===== config.mk =====
export PLATFORM = sky130hd
export DESIGN_NAME = hilo_muldiv_unit
export DESIGN_NICKNAME = d
export VERILOG_FILES = /design/src/rtl/muldiv_pkg.sv /design/src/rtl/muldiv_signfix.sv /design/src/rtl/hilo_muldiv_unit.sv
export SDC_FILE = /design/constraint.sdc
export NUM_CORES = 1
export LEC_CHECK = 0
export CORE_UTILIZATION = 60
export DETAILED_ROUTE_END_ITERATION = 12
export PLACE_DENSITY = 0.87
export SETUP_SLACK_MARGIN = 0.4
export SLEW_MARGIN = 20
export SYNTH_ARGS = -nofsm -noshare
export SYNTH_HDL_FRONTEND = slang
export SYNTH_HIERARCHICAL = 1
export SYNTH_SLANG_ARGS = --single-unit

===== constraint.sdc =====
create_clock -name Clk -period 7.5 [get_ports Clk]
set_input_delay 0.75 -clock Clk [delete_from_list [all_inputs] [get_ports Clk]]
set_output_delay 0.75 -clock Clk [all_outputs]
set_load 0.005 [all_outputs]

===== src/rtl/muldiv_pkg.sv =====
// Shared definitions for the iterative multiply/divide unit.
//   - operation codes for the Op input
//   - FSM state encoding
//   - default datapath width and iteration-counter width
//   - small decode helpers on the operation code
package muldiv_pkg;

    localparam int DEFAULT_WIDTH = 32;
    localparam int DEFAULT_CNT_W = 6;

    localparam logic [2:0] OP_MULT  = 3'b000;
    localparam logic [2:0] OP_MULTU = 3'b001;
    localparam logic [2:0] OP_DIV   = 3'b010;
    localparam logic [2:0] OP_DIVU  = 3'b011;
    localparam logic [2:0] OP_MADD  = 3'b100;
    localparam logic [2:0] OP_MADDU = 3'b101;
    localparam logic [2:0] OP_MSUB  = 3'b110;
    localparam logic [2:0] OP_MSUBU = 3'b111;

    typedef enum logic [2:0] {
        S_IDLE = 3'd0,
        S_CALC = 3'd1,
        S_FIX  = 3'd2,
        S_ACC  = 3'd3,
        S_DONE = 3'd4
    } state_e;

    // DIV / DIVU
    function automatic logic is_div(input logic [2:0] op);
        return (op[2:1] == 2'b01);
    endfunction

    // Even codes are the signed flavours of every operation.
    function automatic logic is_signed_op(input logic [2:0] op);
        return ~op[0];
    endfunction

    // MADD / MADDU / MSUB / MSUBU
    function automatic logic is_acc(input logic [2:0] op);
        return op[2];
    endfunction

    // MSUB / MSUBU
    function automatic logic is_sub(input logic [2:0] op);
        return op[2] & op[1];
    endfunction

endpackage


===== src/rtl/muldiv_signfix.sv =====
// Conditional two's-complement negate.
// Ports:
//   neg  - when 1, dout = -din; otherwise dout = din
//   din  - WIDTH-bit input value
//   dout - WIDTH-bit result
// Used both to take operand magnitudes and to restore result signs.
module muldiv_signfix #(
    parameter int WIDTH = 32
) (
    input  logic             neg,
    input  logic [WIDTH-1:0] din,
    output logic [WIDTH-1:0] dout
);

    assign dout = neg ? ((~din) + WIDTH'(1)) : din;

endmodule


===== src/rtl/hilo_muldiv_unit.sv =====
// Iterative multiply/divide unit feeding the HiLo register.
// One result bit per cycle: request, WIDTH CALC cycles, one FIX cycle,
// then a single-cycle HiLo write strobe in DONE.
//
// Ports:
//   Clk       - rising-edge clock
//   Rst       - asynchronous active-low reset
//   Start     - operation request (level, held by the decoded instruction)
//   Op        - 000 MULT, 001 MULTU, 010 DIV, 011 DIVU, 1xx accumulate ops
//   A, B      - rs / rt operands
//   HiLoRead  - current {Hi,Lo}, used only by accumulate ops
//   Stall     - hold the PC and suppress register/memory writes
//   Busy      - FSM is not idle
//   HiLoEn    - one-cycle write strobe to HiLo
//   HiLoWrite - {Hi,Lo} result; holds its last value between writes
//   DivZero   - pulses together with HiLoEn when a divide had B == 0
//
// Build option: define MULDIV_ACCUM_EN to enable MADD/MADDU/MSUB/MSUBU,
// which add one ACC cycle between FIX and DONE. Without it, 1xx codes are
// ignored and HiLoRead is unused.
module hilo_muldiv_unit
    import muldiv_pkg::*;
#(
    parameter int WIDTH = DEFAULT_WIDTH,
    parameter int CNT_W = DEFAULT_CNT_W
) (
    input  logic               Clk,
    input  logic               Rst,
    input  logic               Start,
    input  logic [2:0]         Op,
    input  logic [WIDTH-1:0]   A,
    input  logic [WIDTH-1:0]   B,
    input  logic [2*WIDTH-1:0] HiLoRead,
    output logic               Stall,
    output logic               Busy,
    output logic               HiLoEn,
    output logic [2*WIDTH-1:0] HiLoWrite,
    output logic               DivZero
);

    // Handshake: a request is Start=1 with a legal Op while idle. It is
    // accepted on the edge ending that cycle; Stall is high from the
    // request cycle until the result is written, and the caller may only
    // move on in the HiLoEn cycle (Stall=0). Start is not sampled again
    // until the FSM is back in IDLE.

    state_e state_q, state_d;

    logic [2:0]         op_q, op_d;
    logic               sa_q, sa_d;
    logic               sb_q, sb_d;
    logic [WIDTH-1:0]   a_raw_q, a_raw_d;
    logic [WIDTH-1:0]   mag_a_q, mag_a_d;
    logic [WIDTH-1:0]   mag_b_q, mag_b_d;
    logic [WIDTH-1:0]   hi_q, hi_d;       // product high half / remainder
    logic [WIDTH-1:0]   lo_q, lo_d;       // product low half / quotient
    logic [CNT_W-1:0]   cnt_q, cnt_d;
    logic [2*WIDTH-1:0] hilo_q, hilo_d;
    logic               dz_q, dz_d;
`ifdef MULDIV_ACCUM_EN
    logic [2*WIDTH-1:0] acc_in_q, acc_in_d;
`endif

    logic               op_legal;
    logic               req;
    logic               neg_a_in, neg_b_in;
    logic [WIDTH-1:0]   mag_a_in, mag_b_in;
    logic [WIDTH:0]     mul_sum;
    logic [WIDTH:0]     div_sh;
    logic               div_ge;
    logic [WIDTH:0]     div_diff;
    logic [2*WIDTH-1:0] prod_fixed;
    logic [WIDTH-1:0]   quo_fixed, rem_fixed;
    logic               unused_bits;

`ifdef MULDIV_ACCUM_EN
    assign op_legal = 1'b1;
`else
    assign op_legal = ~Op[2];
`endif

    assign req = Start & op_legal;

    // Operand magnitudes. The most negative value negates to itself, which
    // read as unsigned is exactly its magnitude.
    assign neg_a_in = A[WIDTH-1] & is_signed_op(Op);
    assign neg_b_in = B[WIDTH-1] & is_signed_op(Op);

    muldiv_signfix #(.WIDTH(WIDTH)) u_mag_a (
        .neg  (neg_a_in),
        .din  (A),
        .dout (mag_a_in)
    );

    muldiv_signfix #(.WIDTH(WIDTH)) u_mag_b (
        .neg  (neg_b_in),
        .din  (B),
        .dout (mag_b_in)
    );

    // Sign restoration of the unsigned results.
    muldiv_signfix #(.WIDTH(2*WIDTH)) u_fix_prod (
        .neg  (sa_q ^ sb_q),
        .din  ({hi_q, lo_q}),
        .dout (prod_fixed)
    );

    muldiv_signfix #(.WIDTH(WIDTH)) u_fix_quo (
        .neg  (sa_q ^ sb_q),
        .din  (lo_q),
        .dout (quo_fixed)
    );

    // Remainder takes the sign of the dividend.
    muldiv_signfix #(.WIDTH(WIDTH)) u_fix_rem (
        .neg  (sa_q),
        .din  (hi_q),
        .dout (rem_fixed)
    );

    // Shift-add step: the carry out of the upper-half add becomes the new
    // top bit after the right shift.
    assign mul_sum  = {1'b0, hi_q} + (lo_q[0] ? {1'b0, mag_a_q} : '0);

    // Restoring-divide step on the left-shifted partial remainder.
    assign div_sh   = {hi_q, lo_q[WIDTH-1]};
    assign div_ge   = (div_sh >= {1'b0, mag_b_q});
    assign div_diff = div_sh - {1'b0, mag_b_q};

    // ---------------- state register ----------------
    always_ff @(posedge Clk or negedge Rst) begin
        if (!Rst) begin
            state_q <= S_IDLE;
        end else begin
            state_q <= state_d;
        end
    end

    // ---------------- next-state logic ----------------
    always_comb begin
        state_d = state_q;
        case (state_q)
            S_IDLE: if (req) state_d = S_CALC;
            S_CALC: if (cnt_q == CNT_W'(1)) state_d = S_FIX;
`ifdef MULDIV_ACCUM_EN
            S_FIX:  state_d = is_acc(op_q) ? S_ACC : S_DONE;
            S_ACC:  state_d = S_DONE;
`else
            S_FIX:  state_d = S_DONE;
`endif
            S_DONE: state_d = S_IDLE;
            default: state_d = S_IDLE;
        endcase
    end

    // ---------------- outputs ----------------
    always_comb begin
        Stall     = 1'b0;
        Busy      = (state_q != S_IDLE);
        HiLoEn    = (state_q == S_DONE);
        DivZero   = (state_q == S_DONE) & dz_q;
        HiLoWrite = hilo_q;
        case (state_q)
            // Combinational so the PC is held in the request cycle itself;
            // gated by reset so an asserted reset forces Stall low.
            S_IDLE:  Stall = req & Rst;
            S_DONE:  Stall = 1'b0;
            default: Stall = 1'b1;
        endcase
    end

    // ---------------- datapath ----------------
    always_comb begin
        op_d    = op_q;
        sa_d    = sa_q;
        sb_d    = sb_q;
        a_raw_d = a_raw_q;
        mag_a_d = mag_a_q;
        mag_b_d = mag_b_q;
        hi_d    = hi_q;
        lo_d    = lo_q;
        cnt_d   = cnt_q;
        hilo_d  = hilo_q;
        dz_d    = dz_q;
`ifdef MULDIV_ACCUM_EN
        acc_in_d = acc_in_q;
`endif
        case (state_q)
            S_IDLE: begin
                if (req) begin
                    op_d    = Op;
                    sa_d    = neg_a_in;
                    sb_d    = neg_b_in;
                    a_raw_d = A;
                    mag_a_d = mag_a_in;
                    mag_b_d = mag_b_in;
                    cnt_d   = CNT_W'(WIDTH);
                    dz_d    = 1'b0;
                    hi_d    = '0;
                    // Divide shifts the dividend out of Q; multiply shifts
                    // the multiplier out of the low half.
                    lo_d    = is_div(Op) ? mag_a_in : mag_b_in;
                end
            end
            S_CALC: begin
                cnt_d = cnt_q - CNT_W'(1);
                if (is_div(op_q)) begin
                    if (div_ge) begin
                        hi_d = div_diff[WIDTH-1:0];
                        lo_d = {lo_q[WIDTH-2:0], 1'b1};
                    end else begin
                        hi_d = div_sh[WIDTH-1:0];
                        lo_d = {lo_q[WIDTH-2:0], 1'b0};
                    end
                end else begin
                    hi_d = mul_sum[WIDTH:1];
                    lo_d = {mul_sum[0], lo_q[WIDTH-1:1]};
                end
            end
            S_FIX: begin
                if (is_div(op_q)) begin
                    if (mag_b_q == '0) begin
                        hilo_d = {a_raw_q, {WIDTH{1'b1}}};
                        dz_d   = 1'b1;
                    end else begin
                        hilo_d = {rem_fixed, quo_fixed};
                    end
`ifdef MULDIV_ACCUM_EN
                end else if (is_acc(op_q)) begin
                    // Keep the signed product and snapshot HiLo for ACC.
                    {hi_d, lo_d} = prod_fixed;
                    acc_in_d     = HiLoRead;
`endif
                end else begin
                    hilo_d = prod_fixed;
                end
            end
`ifdef MULDIV_ACCUM_EN
            S_ACC: begin
                hilo_d = is_sub(op_q) ? (acc_in_q - {hi_q, lo_q})
                                      : (acc_in_q + {hi_q, lo_q});
            end
`endif
            default: ;
        endcase
    end

    always_ff @(posedge Clk or negedge Rst) begin
        if (!Rst) begin
            op_q    <= '0;
            sa_q    <= 1'b0;
            sb_q    <= 1'b0;
            a_raw_q <= '0;
            mag_a_q <= '0;
            mag_b_q <= '0;
            hi_q    <= '0;
            lo_q    <= '0;
            cnt_q   <= '0;
            hilo_q  <= '0;
            dz_q    <= 1'b0;
`ifdef MULDIV_ACCUM_EN
            acc_in_q <= '0;
`endif
        end else begin
            op_q    <= op_d;
            sa_q    <= sa_d;
            sb_q    <= sb_d;
            a_raw_q <= a_raw_d;
            mag_a_q <= mag_a_d;
            mag_b_q <= mag_b_d;
            hi_q    <= hi_d;
            lo_q    <= lo_d;
            cnt_q   <= cnt_d;
            hilo_q  <= hilo_d;
            dz_q    <= dz_d;
`ifdef MULDIV_ACCUM_EN
            acc_in_q <= acc_in_d;
`endif
        end
    end

    // Signedness is resolved at acceptance, so op_q[0] is never read; the
    // top bit of div_diff is only meaningful when it is discarded.
    assign unused_bits = ^{HiLoRead, op_q[0], div_diff[WIDTH]};

endmodule


# Word level (Yosys, flattened, before mapping)
# Index checks and enable logic that the tools add are counted.
[word_totals] inputBits=134 output_inout_bits=68 regBits=239 word_cells=80
[op_classes] n_lt_le_gt_ge=1 n_reduce_logical=9 n_mux=27 n_bitwise=13 eq_ne=10 n_addsub=8
[op_table] cell="$mux W32" count=11
[op_table] cell="$mux W64" count=3
[op_table] cell="$add A32 B1 Y32 const B" count=4
[op_table] cell="$not A32 Y32" count=4
[op_table] cell="$pmux W32 S2" count=2
[op_table] cell="$add A64 B1 Y64 const B" count=1
[op_table] cell="$not A64 Y64" count=1
[op_table] cell="$add A32 B32 Y33" count=1
[op_table] cell="$ge A33 B32 Y1" count=1
[op_table] cell="$logic_not A32 Y1" count=1
[op_table] cell="$sub A32 B32 Y32" count=1
[op_table] cell="$pmux W6 S2" count=1
[op_table] cell="$pmux W3 S3" count=1
[op_table] cell="$ne A2 B2 Y1 const B" count=4
[op_table] cell="$eq A6 B1 Y1 const B" count=1
[op_table] cell="$mux W3" count=2
[op_table] cell="$mux W6" count=1
[op_table] cell="$reduce_and A2 Y1" count=3
[op_table] cell="$sub A6 B1 Y6 const B" count=1
[op_table] cell="$and A1 B1 Y1" count=5
[op_table] cell="$eq A2 B1 Y1 const B" count=2
[op_table] cell="$mux W1" count=4
[op_table] cell="$pmux W1 S2" count=2
[op_table] cell="$reduce_and A4 Y1" count=1
[op_table] cell="other kinds (8)" count=10

# Longest topological paths before layout
[depth] ltp_word=6 mapped_depth=14 mapped_depth_nobuf=13

# Hierarchy
# Netlist, hierarchy kept.
[by_module_without_submodules] mod="hilo_muldiv_unit" n_inst=1 cells_each=1823 seq_area_each_um2=5955.7 area_each_um2=14965.6
[by_module_without_submodules] mod="muldiv_signfix at u_fix_quo ..." n_inst=4 cells_each=99 seq_area_each_um2=0.0 area_each_um2=777.0
[by_module_without_submodules] mod="muldiv_signfix at u_fix_prod" n_inst=1 cells_each=206 seq_area_each_um2=0.0 area_each_um2=1649.1

# Worst setup path after synthesis
# No wires, ideal clock.
[synth_path] path_type="reg-to-reg" from="register lo_q[0]" to="register hi_q[29]" path_stages_with_launch=15 t_arrival_ns=3.370 period_less_slack_ns=3.496 n_path_buf=1 setup_time_ns=0.126 slack_ns=4.004 t_required_ns=7.374 path_cell_list="dfrtp_1 > clkbuf_1 > and2_1 > ha_1 > inv_1 > fa_1 > nor2b_1 > o2111ai_1 > a2111oi_1 > o2111a_1 > o31ai_1 > nor2b_1 > o31ai_1 > xor2_1 > a221o_1"
[synth_via] elab_chain_len=4
[synth_rtl] item="from (decl)" line="hilo_muldiv_unit.sv:56" text="logic [WIDTH-1:0] lo_q, lo_d;"
[synth_rtl] item="from (signal assigned)" line="hilo_muldiv_unit.sv:272" text="lo_q <= lo_d;"
[synth_rtl] item="$mux W32" line="hilo_muldiv_unit.sv:123" text="assign mul_sum = {1'b0, hi_q} + (lo_q[0] ? {1'b0, mag_a_q} : '0);"
[synth_rtl] item="$add A32 B32 Y33" line="hilo_muldiv_unit.sv:123"
[synth_rtl] item="$mux W32" line="hilo_muldiv_unit.sv:207" text="if (is_div(op_q)) begin"
[synth_rtl] item="$pmux W32 S2" line="hilo_muldiv_unit.sv:188" text="case (state_q)"
[synth_rtl] item="to (signal assigned)" line="hilo_muldiv_unit.sv:271" text="hi_q <= hi_d;"
[synth_rtl] item="to (decl)" line="hilo_muldiv_unit.sv:55" text="logic [WIDTH-1:0] hi_q, hi_d;"
# Every way passes these cells.
# A chain may end at the register's enable or synchronous reset.

# Worst setup path in the final report
# Ends and elaborated chain as after synthesis.

==> summary.txt <==
1st-iter DRT viols - 2512
Peak VDD IR - 0.0003375 V
synth warn - 6
number of clock sinks - 238
Routability Congestion - 0.9947
Avg Cell Area, Syn - 8.133 µm²
register area share after synthesis - 30.20%
first-pass GRT wire length - 98180 µm
Max Cap Viol - 0
number of synthesized flops with an enable pin - 0
num ports - 202
worst setup path category - flop to flop
Leakage - 8.945 nW
Tightest Hold Check Type - input pin to async pin
Setup crit end kind - flop
Clock Root Buffer - clkbuf_16
Die Height - 183.3 µm
DR vias/cell - 6.533
CP Depth - 14
TNS Setup - 0 ns
crit share post-route - 56.59%
vias in the first global route - 17690
vias post-DR - 19170
CP Data Required Time - 7.94 ns
hpwl dp - 47320 µm
CP max FO - 32
Final Non-Filler Cells - 2934
critical-path cell list - buf_4, and2_1, ha_1, inv_1, fa_1, nor2b_1, o2111ai_1, a2111oi_1, o2111a_1, o31ai_1, nor2b_1, o31ai_1, xor2_1, a221o_1
postcts setup bufs - 0
delay-heaviest family, CP - compound AO/OA/AOI/OAI gates
startpoint types - flop
Synth area leaders - dfrtp_1, xnor2_1, nand2_1, ha_1, o21ai_0
Initial Util - 60.77%
die area - 0.03360 mm²
CP bufs+invs - 2
layout cell share with drive strength beyond 1 - 7.025%
post-route ant nets - 0
Rows - 66
Avg WL per Cell - 21.52 µm
Final Hold Vio Count - 0
status - completed
Synth top area share - 30.20%
Tot GR Track Use - 37.27%
Slew Limit Fails - 0
r2r worst-path depth - 14
Area growth, synth to finish - 12.50%
CP arrival - 4.69 ns
# hold bufs at CTS - 0
Final Critical Period - 4.244 ns
slew margin rel. - 35.50%
initial antenna violation count - 2
CTS Buf Count - 28
total gr overflow - 0
Worst-Skew Late Latency - 0.57 ns
register bit total from synthesis - 238
Final Skew - 0.02148 ns
RSZ-0062 raised after global routing - false
most frequent cells in the layout - nand2_1, dfrtp_1, xnor2_1
DR pass1 iterations - 8
Remaining DRCs - 0
Clock Pin Slew Worst Setup and Hold Paths - 0.06 ns
CTS tree - done
Mapped Area - 0.01972 mm²
CTS H-tree lvls - 1
pwr dens - 513.9 mW/mm²
PortBufs - 137
WL final - 63130 µm
CTS Buffer Depth - 3
leading cell type in the layout, fill and taps excluded - nand2_1
Cell variety after synth - 92
Primary FF master, synth - dfrtp_1
# fillers - 2658
Critical Path Max Stage Delay - 0.60 ns
Core ar. - 0.03245 mm²
Cells after Synth - 2425
Achievable Freq - 0.2356 GHz
CP max stage cell - a2111oi_1
synthesized net count - 2632
post_cts resized - 0
measured slew at the worst slew-check pin - 0.9675 ns
placed cell count - 2884
Final #Nets - 2680
Die Wd - 183.3 µm
Post-synth ARST share - 100.0%
final setup vio count - 0
largest net degree at the start of global routing - 103
Yosys top cell by area - dfrtp_1
[path summary, 6_finish.rpt]
| kind | start | end | slack (ns) |
|---|---|---|---|
| setup / recovery | lo_q[0]$_DFFE_PN0P_ | hi_q[29]$_DFFE_PN0P_ | 3.26 |
| hold / removal | Rst | HiLoWrite[11]$_DFFE_PN0P_ | 0.19 |
| setup reg to reg | lo_q[0]$_DFFE_PN0P_ | hi_q[29]$_DFFE_PN0P_ | 3.26 |
| hold reg to reg | HiLoWrite[28]$_DFFE_PN0P_ | HiLoWrite[28]$_DFFE_PN0P_ | 0.47 |
| max in group asynchronous | Rst | mag_a_q[26]$_DFFE_PN0P_ | 5.93 |
| min in group Clk | HiLoWrite[28]$_DFFE_PN0P_ | HiLoWrite[28]$_DFFE_PN0P_ | 0.47 |
[power by group]
group	switching (mW)	internal [mW]	leakage, nW	total [mW]
clock network	0.555	0.705	0.400	1.26
logic	4.13	3.11	5.58	7.24
registers	1.00	1.89	2.96	2.90
[flip-flops by register name, summed over array words and instances (netlist names)]
name,cells
dz_q,1
mag_a_q,32
sb_q,1
op_q,2
mag_b_q,32
lo_q,32
a_raw_q,32
HiLoWrite,64
hi_q,32
state_q,3
sa_q,1
cnt_q,6
[routing by layer]
layer	vias up	wire length (µm)	global-route usage (%)
met5	-	14	0
met4	2	3802	20.30
met3	227	5187	4.964
met2	993	28410	58.72
met1	9148	25710	49.70
li1	8797	-	-
[through the flow]
step                      utilization (%)  cell area, µm²  power (mW)  setup WS [ns]  hold slack (ns)
after detailed placement            65.68           21320       9.954          3.314           0.4560
after global routing                68.37           22190       12.24          2.981           0.2484
after global placement              65.68           21320       9.758          3.307           0.4546
after floorplan                         -           19720       7.881          4.004           0.4375
after CTS                           68.24           22150       11.26          3.301           0.1965
final                               68.37           22190       11.40          3.256           0.1879
[layout make-up]
type | instances | area, µm² | area share, %
multi-input combinational | 1981 | 13040 | 58.76
inverter | 65 | 244.0 | 1.100
clock inverter | 10 | 72.57 | 0.3271
sequential | 238 | 5956 | 26.84
timing repair buffer | 159 | 1565 | 7.054
antenna | 1 | 2.502 | 0.01128
tap | 442 | 553.0 | 2.492
clock buffer | 38 | 758.2 | 3.417
[logic make-up after synthesis]
family | Yosys count | share of synthesized area [%]
simple gates | 962 | 24.37
compound gates | 628 | 21.94
flops | 238 | 30.20
xor+xnor | 235 | 10.44
buf+inv | 206 | 4.124
mux | 83 | 4.225
fa+ha+maj | 73 | 4.707
[synth_stat cells, drive strengths merged (6+ instances only)]
master and n:
o211ai 12, nand3 49, o21ai 178, or4 18
nand2 474, mux2i 81, and2 38, clkbuf 117
a31oi 38, a211oi 39, nand4 30, a21oi 109
or2 15, or2b 8, ha 71, a22oi 11
or3 21, nor2 149, xor2 23, inv 65
a21o 33, o41ai 51, xnor2 212, o31ai 96
dfrtp 238, nor2b 18, nor3 62, nor4 38
a41oi 6, buf 24, nand2b 20
No activity file was read; power rests on OpenSTA's default activity.
